**config.mk**
```make
export PLATFORM = sky130hd
export DESIGN_NAME = cp0
export DESIGN_NICKNAME = d
export VERILOG_FILES = /design/src/rtl/cp0_pkg.sv /design/src/rtl/cp0_timer.sv /design/src/rtl/cp0.sv
export SDC_FILE = /design/constraint.sdc
export NUM_CORES = 1
export LEC_CHECK = 0
export CORE_UTILIZATION = 42
export DETAILED_ROUTE_END_ITERATION = 10
export GPL_ROUTABILITY_DRIVEN = 1
export HOLD_SLACK_MARGIN = 0.08
export PLACE_DENSITY = 0.91
export RECOVER_POWER = 25
export SLEW_MARGIN = 20
export SYNTH_ARGS = -nofsm -noshare
export SYNTH_HDL_FRONTEND = slang
export SYNTH_SLANG_ARGS = --single-unit
```
**constraint.sdc**
```tcl
create_clock -name clk -period 2.65 [get_ports clk]
set_input_delay 0.53 -clock clk [delete_from_list [all_inputs] [get_ports clk]]
set_output_delay 0.53 -clock clk [all_outputs]
set_load 0.05 [all_outputs]
```
**src/rtl/cp0_pkg.sv**
```systemverilog
// cp0_pkg: register indices, ExcCodes and the handler vector for the
// coprocessor-0 block. Shared by cp0, cp0_timer and the bench.
package cp0_pkg;

  // Default processor-ID value returned by register 15
  localparam logic [31:0] PRID_DEFAULT = 32'h0000_7C01;

  // Register indices
  localparam logic [4:0] CP0_COUNT   = 5'd9;
  localparam logic [4:0] CP0_COMPARE = 5'd11;
  localparam logic [4:0] CP0_SR      = 5'd12;
  localparam logic [4:0] CP0_CAUSE   = 5'd13;
  localparam logic [4:0] CP0_EPC     = 5'd14;
  localparam logic [4:0] CP0_PRID    = 5'd15;

  // ExcCode values the pipeline can raise
  typedef enum logic [4:0] {
    EXC_INT  = 5'd0,
    EXC_ADEL = 5'd4,
    EXC_ADES = 5'd5,
    EXC_RI   = 5'd10,
    EXC_OV   = 5'd12
  } exccode_e;

  // Fetch redirects here whenever take is asserted
  localparam logic [31:0] HANDLER_VEC = 32'h0000_4180;

  // Word address recorded in EPC: a delay-slot victim restarts at its branch.
  // Subtracting one word from pc[31:2] equals {pc[31:2],2'b00}-4 modulo 2^32.
  function automatic logic [29:0] victim_word(input logic [31:0] pc, input logic bd);
    return bd ? (pc[31:2] - 30'd1) : pc[31:2];
  endfunction

endpackage

```
**src/rtl/cp0_timer.sv**
```systemverilog
// cp0_timer: Count/Compare pair with a sticky match flag feeding IP[15].
// Only instantiated when CP0_TIMER_EN is defined.
module cp0_timer
  import cp0_pkg::*;
(
  input  logic        clk,
  input  logic        reset_n,
  input  logic        we_count,
  input  logic        we_compare,
  input  logic [31:0] din,
  output logic [31:0] count,
  output logic [31:0] compare,
  output logic        pending
);

  logic [31:0] count_reg;
  logic [31:0] compare_reg;
  logic        pending_reg;

  // Count free-runs and wraps; an mtc0 to Count loads it instead of incrementing
  always_ff @(posedge clk or negedge reset_n) begin
    if (!reset_n) begin
      count_reg <= '0;
    end else if (we_count) begin
      count_reg <= din;
    end else begin
      count_reg <= count_reg + 32'd1;
    end
  end

  // Compare only changes under software control
  always_ff @(posedge clk or negedge reset_n) begin
    if (!reset_n) begin
      compare_reg <= 32'hFFFF_FFFF;
    end else if (we_compare) begin
      compare_reg <= din;
    end
  end

  // Match is sticky until software rewrites Compare (the usual acknowledge)
  always_ff @(posedge clk or negedge reset_n) begin
    if (!reset_n) begin
      pending_reg <= 1'b0;
    end else if (we_compare) begin
      pending_reg <= 1'b0;
    end else if (count_reg == compare_reg) begin
      pending_reg <= 1'b1;
    end
  end

  assign count   = count_reg;
  assign compare = compare_reg;
  assign pending = pending_reg;

endmodule

```
**src/rtl/cp0.sv**
```systemverilog
// cp0: coprocessor-0 register file (SR, Cause, EPC, PRId) and the
// exception/interrupt arbiter beside the M stage.
// Optional feature macro: CP0_TIMER_EN adds Count(9)/Compare(11) via cp0_timer.
module cp0
  import cp0_pkg::*;
#(
  parameter logic [31:0] PRID = PRID_DEFAULT
) (
  input  logic        clk,
  input  logic        reset_n,
  input  logic [4:0]  a1,
  input  logic [4:0]  a2,
  input  logic [31:0] din,
  input  logic        we,
  input  logic [31:0] pc,
  input  logic        bd,
  input  logic        exc_valid,
  input  logic [4:0]  exccode,
  input  logic        exl_clr,
  input  logic [5:0]  hwint,
  output logic [31:0] dout,
  output logic [31:0] epc,
  output logic        int_req,
  output logic        take
);

  // Architectural state
  logic [5:0]  sr_im_reg;
  logic        sr_exl_reg;
  logic        sr_ie_reg;
  logic        cause_bd_reg;
  logic [5:0]  cause_ip_reg;
  logic [4:0]  cause_exc_reg;
  logic [29:0] epc_reg;

  logic [5:0]  ip;          // visible IP field, including timer contribution
  logic [5:0]  ip_masked;
  logic        timer_pend;
  logic        sw_we;       // mtc0 that actually commits (not flushed by take)

  assign sw_we = we & ~take;

`ifdef CP0_TIMER_EN
  logic [31:0] timer_count;
  logic [31:0] timer_compare;

  cp0_timer u_timer (
    .clk        (clk),
    .reset_n    (reset_n),
    .we_count   (sw_we && (a2 == CP0_COUNT)),
    .we_compare (sw_we && (a2 == CP0_COMPARE)),
    .din        (din),
    .count      (timer_count),
    .compare    (timer_compare),
    .pending    (timer_pend)
  );
`else
  assign timer_pend = 1'b0;
`endif

  assign ip = {cause_ip_reg[5] | timer_pend, cause_ip_reg[4:0]};

  // Per-line masking of pending interrupts by SR.IM
  genvar gi;
  generate
    for (gi = 0; gi < 6; gi++) begin : g_mask
      assign ip_masked[gi] = ip[gi] & sr_im_reg[gi];
    end
  endgenerate

  assign int_req = (|ip_masked) & sr_ie_reg & ~sr_exl_reg;
  assign take    = int_req | (exc_valid & ~sr_exl_reg);
  assign epc     = {epc_reg, 2'b00};

  // Hardware interrupt lines are sampled every cycle regardless of EXL
  always_ff @(posedge clk or negedge reset_n) begin
    if (!reset_n) begin
      cause_ip_reg <= '0;
    end else begin
      cause_ip_reg <= hwint;
    end
  end

  // Exception entry records the victim; Cause is otherwise read-only
  always_ff @(posedge clk or negedge reset_n) begin
    if (!reset_n) begin
      cause_bd_reg  <= 1'b0;
      cause_exc_reg <= '0;
    end else if (take) begin
      cause_bd_reg  <= bd;
      cause_exc_reg <= int_req ? EXC_INT : exccode;
    end
  end

  // EPC: exception entry beats an mtc0 in the same cycle (that mtc0 is flushed)
  always_ff @(posedge clk or negedge reset_n) begin
    if (!reset_n) begin
      epc_reg <= '0;
    end else if (take) begin
      epc_reg <= victim_word(pc, bd);
    end else if (sw_we && (a2 == CP0_EPC)) begin
      epc_reg <= din[31:2];
    end
  end

  // SR: take sets EXL and overrides both mtc0 and eret; an explicit mtc0
  // to SR wins over a coincident eret since it names the new value directly
  always_ff @(posedge clk or negedge reset_n) begin
    if (!reset_n) begin
      sr_im_reg  <= '0;
      sr_exl_reg <= 1'b0;
      sr_ie_reg  <= 1'b0;
    end else if (take) begin
      sr_exl_reg <= 1'b1;
    end else if (sw_we && (a2 == CP0_SR)) begin
      sr_im_reg  <= din[15:10];
      sr_exl_reg <= din[1];
      sr_ie_reg  <= din[0];
    end else if (exl_clr) begin
      sr_exl_reg <= 1'b0;
    end
  end

  // mfc0 read mux; unlisted indices and bits read 0
  always_comb begin
    dout = '0;
    case (a1)
      CP0_SR:      dout = {16'd0, sr_im_reg, 8'd0, sr_exl_reg, sr_ie_reg};
      CP0_CAUSE:   dout = {cause_bd_reg, 15'd0, ip, 3'd0, cause_exc_reg, 2'b00};
      CP0_EPC:     dout = {epc_reg, 2'b00};
      CP0_PRID:    dout = PRID;
`ifdef CP0_TIMER_EN
      CP0_COUNT:   dout = timer_count;
      CP0_COMPARE: dout = timer_compare;
`endif
      default:     dout = '0;
    endcase
  end

  // Low PC bits never reach EPC (word-aligned victims)
  logic unused_pc_bits;
  assign unused_pc_bits = ^pc[1:0];

endmodule

```
==> run summary <==
main area contributors after synthesis - dfrtp_1, mux2i_1, a31oi_1, a2111oi_0, and2_1
Worst Path Required - 2.12 ns
Routability Congestion - 0.872
hold path start - cause_exc_reg[4]
total die area - 8380 sq um
worst endpoint data arrival time - 2.09 ns
Synth area leader - dfrtp_1
top post-synthesis cells by count - dfrtp_1, a31oi_1, mux2i_1
Mapped Avg Cell Area - 9.10 sq um
total track usage - 29.4%
Top Ports - 157
power after layout - 4.18 mW
Power Density - 729 nW/um^2
Final Hold Vio Count - 0
Slew Limit Fails - 0
ANT cells - 0
Fmax achieved - 382 MHz
layout cells sized above 1 - 20.5%
via count - 3970
worst setup margin - 0.0320 ns
Iter 0 DRT Violations - 426
gr ovfl total - 0
Synth cell types - 49
synthesis-to-layout area growth - 70.3%
pin count of the biggest net entering global routing - 51
port buffer count - 152
Syn. warnings - 0
CP Launch Type - input port
clk sinks - 50
initial core utilization - 43.6%
CP Max Fanout - 15
initial antenna violation count - 0
clk_lat worst skew - 0.31 ns
post-route clock period utilization - 98.8%
Main synth FF type - dfrtp_1
Routed WL - 12.4 mm
MaxCap Viol Count - 0
Vias/cell - 6.12
first-pass GRT wire length - 19.5 mm
run status - finished, final reports clean
Die Wd - 91.5 microns
asr flop ratio synth - 100%
Worst VDD drop - 0.475 mV
DRC violations left - 0
post-DP HPWL - 9.24 mm
critical path start-end classification - in -> out
vias in the first global route - 3844
Seq cells post-synth - 50
Post-Syn Instances - 370
antenna-violating nets left - 0
clk_skew - 0.00805 ns
Post-Place Setup Slack - -0.131 ns
Slew @ Worst Pin - 1.30 ns
placed cells - 642
leakage - 2.28 nW
Final nets - 639
number of flops mapped to enable cells by yosys - 0
r2r startpoint - sr_im_reg[2]
Die Span Y - 91.5 microns
worst min-delay path class - reg -> reg
Setup-failing EPs final - 0
maximum root-to-sink buffer count - 2
number of flip-flops in the largest register - 30
WL per Instance - 19.1 microns
Pre-Repair DR Iteration Count - 5
CTS tree - done
Synth top area share - 37.2%
Crit. End Element - primary output
H-Tree Depth - 2
Core ar. - 7730 sq um
Root Driver - clkbuf_8
fin cells - 649
cell with the most instances after synthesis - dfrtp_1
slew margin rel. - 13.3%
post-synthesis instance area - 3370 sq um
CTS buffer count - 5
num rows - 32
CTS clk-pin slew, worst paths - 0.09 ns
Hold WS - 0.516 ns
CP Launch Point - a1[1]
Min Clock Period, post-route - 2.62 ns
sequential share of the synthesized area - 37.2%
fill count - 497
Post-CTS Setup Repair Bufs - 0
worst paths after layout:
kind | endpoint | slack (ns) | cells past startpoint
max | dout[12] | 0.03 | 6
min | cause_exc_reg[4] | 0.52 | 1
max reg2reg | sr_im_reg[2] | 0.49 | 6
min reg2reg | cause_exc_reg[4] | 0.52 | 1
max in group asynchronous | epc_reg[18] | 1.28 | 2
min in group asynchronous | cause_ip_reg[5] | 0.57 | 2
critical path, cell delays in order:
cell	delay [ns]
clkdlybuf4s50_1	0.50
buf_12	0.20
nor2b_1	0.19
a211oi_1	0.11
nor3_1	0.37
buf_12	0.19
routing by layer:
metal	vias to the layer above	global-route usage (%)	routed length, microns	part of all wire [%]
met5	-	0	0	0
met4	0	10.7	505	4.1
met3	51	4.94	1020	8.2
met2	266	50.5	6220	50
met1	1902	37.1	4650	38
li1	1751	-	-	-
area by class of cell:
cell class / instances / area (sq um) / share of cell area, %
inverters: 24 / 90.1 / 1.57
clock buffers: 5 / 68.8 / 1.20
well taps: 102 / 128 / 2.23
flip-flops and latches: 50 / 1250 / 21.8
repair buffers: 201 / 2250 / 39.3
clock inverters: 2 / 15.0 / 0.262
multi-input cells: 265 / 1930 / 33.7
metrics by stage:
step                TNS, ns  utilization [%]  area [sq um]
floorplan           -0.0270                -          3380
global placement    -0.0950             73.1          5650
global route        -0.0643             74.2          5730
detailed placement   -0.588             73.1          5650
CTS                       0             74.2          5730
finish                    0             74.2          5730
repair_timing:
action | in CTS | in global routing
resized for setup | 0 | 4
setup endpoints to repair | 0 | 5
hold buffers | 0 | 0
power by group:
group          internal (mW)  leakage (nW)  switching [mW]
Combinational          0.928          1.66            1.49
Sequential              1.06         0.586           0.257
Clock                  0.181        0.0362           0.267
Total                   2.16          2.28            2.02
kinds of logic (layout without fill, tap and decap cells):
| group | after synthesis | count (layout) | share of synthesized area (%) |
|---|---|---|---|
| compound gates | 98 | 98 | 21.1 |
| xor+xnor | 11 | 11 | 2.86 |
| fa+ha+maj | 1 | 1 | 0.372 |
| buf+inv | 56 | 232 | 6.69 |
| flops | 50 | 50 | 37.2 |
| mux | 33 | 33 | 10.1 |
| other cells | 1 | 2 | 0.111 |
| simple gates | 120 | 120 | 21.6 |
cells in the final DEF (no fill, tap or decap), drive strengths merged, types with 5 or more instances in the layout:
cell type        n
o21ai            6
nand2            8
a22oi            6
a2111oi         17
mux2i           25
o31ai           14
dfrtp           50
a22o             6
clkbuf           6
a211oi           5
or4             14
a31oi           34
nor2            18
buf             83
inv             24
xnor2            8
mux2             8
clkdlybuf4s50  117
nor3            12
and2            19
nor4             6
or3             12
nor2b            9
Note: power is estimated with default switching activity, not from simulation.
